[config.mk]
export PLATFORM = sky130hd
export DESIGN_NAME = fetch_stage
export DESIGN_NICKNAME = d
export VERILOG_FILES = /design/src/rtl/fetch_stage_pkg.sv /design/src/rtl/fetch_split_align.sv /design/src/rtl/fetch_stage.sv
export SDC_FILE = /design/constraint.sdc
export NUM_CORES = 1
export LEC_CHECK = 0
export ABC_CLOCK_PERIOD_IN_PS = 800
export CORE_UTILIZATION = 43
export CTS_BUF_LIST = sky130_fd_sc_hd__clkbuf_16
export CTS_CLUSTER_SIZE = 10
export DETAILED_ROUTE_END_ITERATION = 10
export PLACE_DENSITY_LB_ADDON = 0.25
export SLEW_MARGIN = 20
export SYNTH_ARGS = -nofsm -noshare
export SYNTH_HDL_FRONTEND = slang
export SYNTH_SLANG_ARGS = --single-unit
[constraint.sdc]
create_clock -name clk_i -period 0.8 [get_ports clk_i]
set_input_delay 0.08 -clock clk_i [delete_from_list [all_inputs] [get_ports clk_i]]
set_output_delay 0.08 -clock clk_i [all_outputs]
set_load 0.02 [all_outputs]
[src/rtl/fetch_stage_pkg.sv]
// Shared Y86-64 encodings, widths and D-register payload for the fetch stage.
package fetch_stage_pkg;

    localparam int unsigned ADDR_W       = 64;
    localparam int unsigned IMEM_BYTES_W = 80;
    localparam int unsigned ICODE_W      = 4;
    localparam int unsigned REG_W        = 4;
    localparam int unsigned STAT_W       = 3;

    localparam logic [ICODE_W-1:0] I_HALT   = 4'h0;
    localparam logic [ICODE_W-1:0] I_NOP    = 4'h1;
    localparam logic [ICODE_W-1:0] I_RRMOVQ = 4'h2;
    localparam logic [ICODE_W-1:0] I_IRMOVQ = 4'h3;
    localparam logic [ICODE_W-1:0] I_RMMOVQ = 4'h4;
    localparam logic [ICODE_W-1:0] I_MRMOVQ = 4'h5;
    localparam logic [ICODE_W-1:0] I_OPQ    = 4'h6;
    localparam logic [ICODE_W-1:0] I_JXX    = 4'h7;
    localparam logic [ICODE_W-1:0] I_CALL   = 4'h8;
    localparam logic [ICODE_W-1:0] I_RET    = 4'h9;
    localparam logic [ICODE_W-1:0] I_PUSHQ  = 4'hA;
    localparam logic [ICODE_W-1:0] I_POPQ   = 4'hB;

    localparam logic [REG_W-1:0] RNONE = 4'hF;

    localparam logic [STAT_W-1:0] STAT_AOK = 3'd1;
    localparam logic [STAT_W-1:0] STAT_HLT = 3'd2;
    localparam logic [STAT_W-1:0] STAT_ADR = 3'd3;
    localparam logic [STAT_W-1:0] STAT_INS = 3'd4;

    typedef struct packed {
        logic [STAT_W-1:0]  stat;
        logic [ICODE_W-1:0] icode;
        logic [ICODE_W-1:0] ifun;
        logic [REG_W-1:0]   ra;
        logic [REG_W-1:0]   rb;
        logic [ADDR_W-1:0]  val_c;
        logic [ADDR_W-1:0]  val_p;
    } d_reg_t;

    // Value loaded on reset and on a bubble: an architecturally harmless NOP.
    localparam d_reg_t D_BUBBLE = '{
        stat:  STAT_AOK,
        icode: I_NOP,
        ifun:  4'h0,
        ra:    RNONE,
        rb:    RNONE,
        val_c: 64'h0,
        val_p: 64'h0
    };

    function automatic logic needs_regids(input logic [ICODE_W-1:0] icode);
        return icode inside {I_RRMOVQ, I_IRMOVQ, I_RMMOVQ, I_MRMOVQ, I_OPQ, I_PUSHQ, I_POPQ};
    endfunction

    function automatic logic needs_val_c(input logic [ICODE_W-1:0] icode);
        return icode inside {I_IRMOVQ, I_RMMOVQ, I_MRMOVQ, I_JXX, I_CALL};
    endfunction

endpackage

[src/rtl/fetch_split_align.sv]
// Splits the 10-byte fetch window into icode/ifun, register ids and constant word.
module fetch_split_align
    import fetch_stage_pkg::*;
(
    input  logic [IMEM_BYTES_W-1:0] imem_data_i,
    input  logic                    imem_error_i,
    output logic [ICODE_W-1:0]      icode_o,
    output logic [ICODE_W-1:0]      ifun_o,
    output logic [REG_W-1:0]        ra_o,
    output logic [REG_W-1:0]        rb_o,
    output logic [ADDR_W-1:0]       val_c_o,
    output logic                    need_regids_o,
    output logic                    need_val_c_o,
    output logic                    instr_valid_o
);

    always_comb begin
        icode_o       = imem_data_i[7:4];
        ifun_o        = imem_data_i[3:0];
        ra_o          = RNONE;
        rb_o          = RNONE;
        val_c_o       = '0;
        need_regids_o = 1'b0;
        need_val_c_o  = 1'b0;
        instr_valid_o = 1'b0;

        // A faulted fetch is turned into a NOP so nothing downstream acts on garbage bytes.
        if (imem_error_i) begin
            icode_o = I_NOP;
            ifun_o  = 4'h0;
        end

        instr_valid_o = (icode_o <= I_POPQ);
        need_regids_o = needs_regids(icode_o);
        need_val_c_o  = needs_val_c(icode_o);

        if (need_regids_o) begin
            ra_o = imem_data_i[15:12];
            rb_o = imem_data_i[11:8];
        end

        // The constant follows the register byte when one is present.
        if (need_val_c_o) begin
            if (need_regids_o) begin
                val_c_o = imem_data_i[79:16];
            end else begin
                val_c_o = imem_data_i[71:8];
            end
        end
    end

endmodule

[src/rtl/fetch_stage.sv]
// Y86-64 fetch stage: PC increment, next-PC prediction, status, and the F and D registers.
module fetch_stage
    import fetch_stage_pkg::*;
(
    input  logic                    clk_i,
    input  logic                    rst_n_i,
    input  logic [ADDR_W-1:0]       f_pc_i,
    output logic [ADDR_W-1:0]       imem_addr_o,
    input  logic [IMEM_BYTES_W-1:0] imem_data_i,
    input  logic                    imem_error_i,
    input  logic                    F_stall_i,
    input  logic                    D_stall_i,
    input  logic                    D_bubble_i,
    output logic [ADDR_W-1:0]       F_predPC_o,
    output logic [STAT_W-1:0]       D_stat_o,
    output logic [ICODE_W-1:0]      D_icode_o,
    output logic [ICODE_W-1:0]      D_ifun_o,
    output logic [REG_W-1:0]        D_rA_o,
    output logic [REG_W-1:0]        D_rB_o,
    output logic [ADDR_W-1:0]       D_valC_o,
    output logic [ADDR_W-1:0]       D_valP_o
);

    logic [ICODE_W-1:0] icode;
    logic [ICODE_W-1:0] ifun;
    logic [REG_W-1:0]   ra;
    logic [REG_W-1:0]   rb;
    logic [ADDR_W-1:0]  val_c;
    logic               need_regids;
    logic               need_val_c;
    logic               instr_valid;

    logic [ADDR_W-1:0]  val_p;
    logic [ADDR_W-1:0]  pred_pc;
    logic [STAT_W-1:0]  stat;

    logic [ADDR_W-1:0]  f_pred_pc_d, f_pred_pc_q;
    d_reg_t             d_reg_d, d_reg_q;

    assign imem_addr_o = f_pc_i;

    fetch_split_align u_split (
        .imem_data_i   (imem_data_i),
        .imem_error_i  (imem_error_i),
        .icode_o       (icode),
        .ifun_o        (ifun),
        .ra_o          (ra),
        .rb_o          (rb),
        .val_c_o       (val_c),
        .need_regids_o (need_regids),
        .need_val_c_o  (need_val_c),
        .instr_valid_o (instr_valid)
    );

    // Instruction length and branch prediction (jumps always predicted taken).
    always_comb begin
        val_p = f_pc_i + ADDR_W'(1) + ADDR_W'(need_regids);
        if (need_val_c) begin
            val_p = val_p + ADDR_W'(8);
        end

        pred_pc = val_p;
        if (icode == I_JXX || icode == I_CALL) begin
            pred_pc = val_c;
        end
    end

    always_comb begin
        stat = STAT_AOK;
        if (imem_error_i) begin
            stat = STAT_ADR;
        end else if (!instr_valid) begin
            stat = STAT_INS;
        end else if (icode == I_HALT) begin
            stat = STAT_HLT;
        end
    end

    // Next-state for the F and D registers; stall wins over bubble.
    always_comb begin
        f_pred_pc_d = f_pred_pc_q;
        d_reg_d     = d_reg_q;

        if (!F_stall_i) begin
            f_pred_pc_d = pred_pc;
        end

        if (!D_stall_i) begin
            if (D_bubble_i) begin
                d_reg_d = D_BUBBLE;
            end else begin
                d_reg_d.stat  = stat;
                d_reg_d.icode = icode;
                d_reg_d.ifun  = ifun;
                d_reg_d.ra    = ra;
                d_reg_d.rb    = rb;
                d_reg_d.val_c = val_c;
                d_reg_d.val_p = val_p;
            end
        end
    end

    always_ff @(posedge clk_i or negedge rst_n_i) begin
        if (!rst_n_i) begin
            f_pred_pc_q <= '0;
            d_reg_q     <= D_BUBBLE;
        end else begin
            f_pred_pc_q <= f_pred_pc_d;
            d_reg_q     <= d_reg_d;
        end
    end

    assign F_predPC_o = f_pred_pc_q;
    assign D_stat_o   = d_reg_q.stat;
    assign D_icode_o  = d_reg_q.icode;
    assign D_ifun_o   = d_reg_q.ifun;
    assign D_rA_o     = d_reg_q.ra;
    assign D_rB_o     = d_reg_q.rb;
    assign D_valC_o   = d_reg_q.val_c;
    assign D_valP_o   = d_reg_q.val_p;

endmodule

==> summary.md, run 1 <==
| Metric | Value |
|---|---|
| Final worst setup slack | -3050 ps |
| Pleak | 12.1 nW |
| Final RePlAce weighted congestion | approximately 1.0 |
| Clk_lat worst skew | about 500 ps |
| Clk buf depth | 3 |
| Cell Chain, Critical Path | buf_6, nand2b_4, a211oi_4, inv_2, ha_4, inv_2, ha_4, nand4_4, or3_4, buf_6, buf_12, or4_4, a2bb2oi_2, o211ai_1, nor4_2, nand4_1, buf_6, buf_4, o41a_1, o31ai_1, o21a_1 |
| Worst ir drop on vdd | 0.901 mV |
| Final nets | between 2,000 and 3,000 |
| Register-to-register setup slack | -300 ps |
| Fillers | 1,698 |
| DR WL/cell | 24.1 um |
| Reg area | 0.00530 sq mm |
| PortBufs | 424 |
| GRT Residual Overflow | 0 |
| # setup viols final | 422 |
| Pwr Density | 1350 mW/mm^2 |
| Commonest non-fill, non-tap cell in the layout | buf_4 |
| Remaining DRCs | 0 |
| Combinational share of power | 0.318 |
| Switch share | 0.319 |
| Setup crit end kind | flop |
| Routed Antenna Nets | 0 |
| Final core occ | 0.824 |
| CTS tree | built |
| Reg power frac | 0.370 |
| Reg2Reg Capture Point | F_predPC_o[37] |
| Met2 routed WL | 31,100 um |
| CP max FO | 5 |
| Ys async rst share | 1.00 |
| Internal power | 22.5 mW |
| Total number of vias | 16,500 |
| Top sig layer | met4 |
| CTS clock-pin slew for the worst setup and hold paths | approximately 60 ps |
| Yosys cell types | about 70 |
| CP max-delay cell | or4_4 |
| Clock Power Share | 0.313 |
| Met3 wire length | 7220 um |
| Relative slew slack | 0.537 |
| WS Path Type | primary input to flop |
| Die Wd | 175 um |
| Yosys reg bits | 211 |
| Setup TNS | -419,500 ps |
| Commonest non-fill, non-tap cells in the layout | buf_4 (535), buf_6 (307), nand2_1 (219) |
| Part of the cycle the worst path needs | 4.82 |
| Critical Path AT | 4300 ps |
| Largest net degree at the start of global routing | 68 |
| Root Buffer | clkbuf_16 |
| Max Cap Viol | 0 |
| Min Hold Slack | 16.5 ps |
| GRT Overall Usage | 0.369 |
| Share of cells above drive strength 1 | 0.480 |
| Most common cell on crit path | buf_6 |
| Post-DP HPWL | 43,800 um |
| Setup WS pre-CTS | -3890 ps |
| Mean post-synth cell area | 8.84 sq um |
| DRT Wirelength | 66,400 um |
| Multi-input logic area | 0.00814 sq mm |
| Sequential fraction of the synthesis area | 0.410 |
| CP max stage delay | 520 ps |
| Outcome | finished with violations |
| Pwr Total | approximately 33 mW |
| Max Slew Vio Count | 0 |
| Met1 Wirelength | between 20,000 and 25,000 um |
| Clock skew | 0 ps |
| CP required | between 1000 and 1500 ps |
| Largest area contributor in the netlist | dfrtp_1 |
| Num ports | 425 |
| Clk sinks | 211 |
| Drt initial violations | 1,884 |
| Mapped Cells | 1,460 |
| Die area | 0.0307 sq mm |
| Syn Nets | 1,613 |
| Vias in the first global route | 15,000 |
| Measured slew at the worst slew-check pin | 689 ps |
| Fmax achieved | approximately 260 MHz |
| Antenna violations before repair | 0 |
| Type of the worst min-delay path | primary input to flop |
| Post-synth top area share | 0.390 |
| H-tree depth | 1 |
| Failing checks | setup timing |
| Crit path launch type | primary input |
| Warnings from Yosys | 0 |
| Core region area | 0.0296 sq mm |
| Drt pass-1 iters | 8 |
| CTS buffer count | 25 |
| Number of diodes | 0 |
| Initial Util | 0.437 |
| Most used DFF post-synth | dfrtp_1 |
| Die Ht | 175 um |
| Worst reg2reg startpoint | F_predPC_o[37] |
| Critical path origin | imem_data_i[7] |
| Switching power | about 11 mW |
| Mapped Area | 0.0129 sq mm |
| CP Capture Point | F_predPC_o[58] |
| Reg2reg path depth | 3 |
| Unrepaired setup endpoints after global routing | true |
| Leading post-synthesis cells by cell area | dfrtp_1 (39%), a22o_1 (8.5%), nand2_1 (6.8%), a21oi_1 (4.3%), xnor2_1 (4.0%) |
| Endpoints failing hold | 0 |
| Number of synthesized flops with an enable pin | 0 |
| First-pass GRT wire length | 87,200 um |
| Number of vias per cell | 6.01 |
| Cell Rows | 63 |
| Final Critical Period | around 3900 ps |
| Area Overhead vs Synth | 88.8% |
synthesized netlist by cell type (all sizes together), types with 8 or more instances:
library cell	instances
nand2	234
dfrtp	201
a22o	125
a21oi	110
buf	86
clkbuf	79
xnor2	59
nor2	58
o21ai	57
nand4	51
xor2	37
nand3	32
nor3	29
inv	26
nor4	26
mux2i	23
or4	16
a21o	15
a2bb2oi	15
and2	15
o31ai	14
or3	14
and3	12
dfstp	10
a22oi	9
nand2b	8
nor3b	8
cell type report:
cell class                      instances  area share
Sequential cell                       211       0.218
Timing Repair Buffer                 1029       0.396
Clock inverter                         12     0.00298
Clock buffer                           25      0.0257
Inverter                               26     0.00401
Multi-Input combinational cell       1058       0.334
Tap cell                              390      0.0200
stage by stage:
step,cell area [sq um],cells
final,24400,2751
after global routing,24400,2751
after CTS,22300,2627
after detailed placement,20400,2554
after global placement,20400,2554
after floorplan,13200,1460
metal layers:
metal,vias to the layer above,track usage
li1,7007,-
met1,7963,0.491
met2,1291,0.598
met3,263,0.0572
met4,0,0.151
met5,-,0
worst min path at each step:
stage              endpoint  cells after the start            from
3_5_place_dp    D_valP_o[2]                      1         rst_n_i
3_3_place_gp    D_valP_o[2]                      1         rst_n_i
2_1_floorplan  D_icode_o[1]                      0         rst_n_i
5_1_grt         D_stat_o[1]                      5  imem_data_i[4]
6_report        D_stat_o[1]                      5  imem_data_i[4]
4_1_cts         D_stat_o[1]                      5  imem_data_i[4]
cells by family after synthesis:
logic type	share of synthesized area
AND/OR/NAND/NOR	0.217
AO/OA/AOI/OAI	0.212
adder cells (fa/ha/maj)	0.00291
XOR/XNOR	0.0652
buffers and inverters	0.0757
flip-flops	0.410
multiplexers	0.0178
registers in the layout, indices dropped and copies added, names as in the netlist:
register / count
D_icode_o: 4
D_ifun_o: 4
D_rA_o: 4
D_rB_o: 4
D_stat_o: 3
D_valC_o: 64
D_valP_o: 64
F_predPC_o: 64
power by group through the flow:
stage	sequential [mW]	combinational, mW	clock, mW
final	12.2	10.5	10.3
after global routing	12.2	10.9	10.7
after CTS	12.0	9.20	10.2
after detailed placement	12.1	8.82	0
after global placement	12.1	8.68	0
after floorplan	12.9	2.88	0
timing repair:
item | CTS | global route
cloned | 1 | 1
gates resized for setup | 266 | 1399
hold endpoints to repair | 217 | 0
hold buffers | 6 | 0
pin swaps | 99 | 84
buffers inserted | 38 | 133
endpoints found under the setup margin | 486 | 485
critical path: cells and delay by family:
kind                     cells  cell delay (ps)
AO/OA/AOI/OAI                6             1430
AND/OR/NAND/NOR              6             1600
adder cells (fa/ha/maj)      2              330
buffers and inverters        7              850
No activity file was read; power rests on OpenSTA's default activity.
==> run 2, diff against run 1 <==
CORE_MARGIN = 3   (was not set)
==> run 2 against run 1 <==
  * The run still ends with setup timing left
  * Highest routed layer unchanged
  * Worst hold slack got worse by 8.7 ps
  * Combinational power decreased by 8%
  * Flip-flop and latch count unchanged
  * Core utilization decreased by 3.9 points
  * Cell count decreased by 5.3%
  * Clock skew unchanged
  * First-iteration DRC count decreased by 8.5%
  * Via count decreased by 7.0%
  * Maximum frequency increased by 1.5%
  * Critical endpoint is now D_valP_o[51]
  * Global-route usage decreased by 0.79 points
  * Cell area decreased by 6.0%
  * Critical path type unchanged
==> summary.md, run 2 (synthesized netlist as in run 1, its figures left out) <==
| Metric | Value |
|---|---|
| Outcome | finished with violations (unchanged) |
| Failing checks | setup timing (unchanged) |
| GRT Residual Overflow | 0 (unchanged) |
| Commonest non-fill, non-tap cell in the layout | buf_4 (unchanged) |
| Cell Chain, Critical Path | buf_6, nand2b_4, a211oi_4, inv_2, ha_4, inv_2, ha_4, nand4_4, or3_4, buf_6, or3_4, a222oi_1, buf_4, o211ai_1, buf_4, buf_4, nor4_4, nand4_1, buf_6, or3_4, nand3b_1, o21ai_1 (was buf_6, nand2b_4, a211oi_4, inv_2, ha_4, inv_2, ha_4, nand4_4, or3_4, buf_6, buf_12, or4_4, a2bb2oi_2, o211ai_1, nor4_2, nand4_1, buf_6, buf_4, o41a_1, o31ai_1, o21a_1) |
| Die Wd | 179 um (was 175 um) |
| Largest net degree at the start of global routing | 68 (unchanged) |
| Part of the cycle the worst path needs | 4.74 (was 4.82) |
| Clock skew | 0 ps (unchanged) |
| Fillers | 1,929 (was 1,698) |
| CP max-delay cell | or3_4 (was or4_4) |
| CP max stage delay | 380 ps (was 520 ps) |
| DRT Wirelength | 61,900 um (was 66,400 um) |
| Final nets | 2,360 (was 2,504) |
| CP Buf/Inv Count | 8 (was 7) |
| Drt pass-1 iters | 7 (was 8) |
| Clk buf depth | 3 (unchanged) |
| Total number of vias | 15,400 (was 16,500) |
| Final worst setup slack | -2990 ps (was -3050 ps) |
| Final RePlAce weighted congestion | 1.01 (was 1.04) |
| Number of vias per cell | 5.90 (was 6.01) |
| Die area | 0.0321 sq mm (was 0.0307 sq mm) |
| Type of the worst min-delay path | primary input to asynchronous set/reset pin (was primary input to flop) |
| First-pass GRT wire length | 89,200 um (was 87,200 um) |
| Share of cells above drive strength 1 | 0.342 (was 0.480) |
| Initial Util | 0.442 (was 0.437) |
| GRT Overall Usage | 0.361 (was 0.369) |
| Measured slew at the worst slew-check pin | 745 ps (was 689 ps) |
| H-tree depth | 1 (unchanged) |
| Core region area | 0.0292 sq mm (was 0.0296 sq mm) |
| Max Slew Vio Count | 0 (unchanged) |
| Area Overhead vs Synth | 77.5% (was 88.8%) |
| Antenna violations before repair | 1 (was 0) |
| CP required | 1190 ps (was 1240 ps) |
| Setup TNS | -530,740 ps (was -419,500 ps) |
| Num ports | 425 (unchanged) |
| Reg2reg path depth | 3 (unchanged) |
| Worst reg2reg startpoint | F_predPC_o[38] (was F_predPC_o[37]) |
| Register-to-register setup slack | -200 ps (was -300 ps) |
| Post-DP HPWL | 44,800 um (was 43,800 um) |
| Die Ht | 179 um (was 175 um) |
| Setup crit end kind | flop (unchanged) |
| Drt initial violations | 1,724 (was 1,884) |
| DR WL/cell | 23.8 um (was 24.1 um) |
| Clk sinks | 211 (unchanged) |
| Max Cap Viol | 0 (unchanged) |
| Pwr Total | 31.7 mW (was 33.0 mW) |
| Pwr Density | 1380 mW/mm^2 (was 1350 mW/mm^2) |
| Final Critical Period | 3790 ps (was 3850 ps) |
| Unrepaired setup endpoints after global routing | true (unchanged) |
| CTS clock-pin slew for the worst setup and hold paths | 60 ps (about the same) |
| Clk_lat worst skew | 510 ps (was 500 ps) |
| Fmax achieved | 264 MHz (was 260 MHz) |
| Remaining DRCs | 0 (unchanged) |
| CP max FO | 6 (was 5) |
| CP Capture Point | D_valP_o[51] (was F_predPC_o[58]) |
| Worst path top cell family by delay | simple AND/OR/NAND/NOR gates (unchanged) |
| CTS buffer count | 25 (unchanged) |
| Reg2Reg Capture Point | F_predPC_o[38] (was F_predPC_o[37]) |
| # setup viols final | 485 (was 422) |
| Critical Path AT | 4180 ps (was 4300 ps) |
| Root Buffer | clkbuf_16 (unchanged) |
| Critical path origin | imem_data_i[7] (unchanged) |
| Relative slew slack | 0.500 (was 0.537) |
| Crit path launch type | primary input (unchanged) |
| Commonest non-fill, non-tap cells in the layout | buf_4 (418), clkdlybuf4s50_1 (372), nand2_1 (221) (was buf_4 (535), buf_6 (307), nand2_1 (219)) |
| Crit. path cell count | 22 (was 21) |
| Worst ir drop on vdd | 0.958 mV (was 0.901 mV) |
| CTS tree | built (unchanged) |
| PortBufs | 424 (unchanged) |
| Pleak | 10.2 nW (was 12.1 nW) |
| Cell Rows | 62 (was 63) |
| Vias in the first global route | 15,200 (was 15,000) |
| WS Path Type | primary input to flop (unchanged) |
| Routed Antenna Nets | 0 (unchanged) |
| Endpoints failing hold | 0 (unchanged) |
run 2: changes by cell type in the layout (fill, tap and decap cells not counted), sizes merged:
cell,change
clkbuf,-10
bufinv,-1
clkdlybuf4s50,+293
dlygate4sd3,-1
inv,+3
dlymetal6s2s,-64
diode,+1
buf,-363
clkinv,+1
clkdlybuf4s15,+1
run 2: layer usage:
metal  up-vias  wire length (um)  track usage  share of wire
li1       6733                 -            -              -
met1      7482             24200        0.486           0.39
met2       979             28900        0.585           0.47
met3       171              6330       0.0657           0.10
met4         0              2470        0.127          0.040
met5         -                 0            0              0
run 2: layout make-up:
class | instances | area [sq um] | area share
tap | 384 | 480 | 0.0210
multi-input combinational | 1058 | 8220 | 0.359
clock inverter | 15 | 61.3 | 0.00268
inverter | 26 | 97.6 | 0.00426
antenna | 1 | 2.50 | 0.000109
timing repair buffer | 885 | 8110 | 0.354
clock buffer | 25 | 626 | 0.0273
sequential | 211 | 5300 | 0.231
run 2: how the worst min path moves through the flow:
stage,endpoint,depth (start not counted),start
global route,D_valP_o[1],2,rst_n_i
CTS,D_valP_o[2],2,rst_n_i
floorplan,D_icode_o[1],0,rst_n_i
finish,D_valP_o[1],2,rst_n_i
global placement,D_valP_o[2],1,rst_n_i
detailed placement,D_valP_o[2],1,rst_n_i
run 2: power breakdown:
part,internal [mW],switching [mW],total (mW)
logic,4.60,5.02,9.61
registers,11.4,0.637,12.1
clock network,5.57,4.46,10.0
total,21.6,10.1,31.7
run 2: repair_timing:
action / 4_1_cts / 5_1_grt
hold buffers: 5 / 0
pin swaps: 101 / 101
gates resized for setup: 269 / 164
endpoints found under the hold margin: 217 / 0
cloned: 1 / 0
buffers inserted: 31 / 25
endpoints found under the setup margin: 486 / 485
run 2: through the flow:
stage / cells / cell area [sq um] / hold WS (ps) / util / worst slack, ps
4_1_cts: 2588 / 22300 / -6.77 / 0.763 / -2890
6_report: 2605 / 22900 / 7.83 / 0.785 / -2990
3_5_place_dp: 2520 / 20300 / -67.7 / 0.696 / -3890
5_1_grt: 2605 / 22900 / 10.4 / 0.785 / -3090
3_3_place_gp: 2520 / 20300 / -71.6 / 0.696 / -3840
2_1_floorplan: 1460 / 13200 / -216 / - / -3510
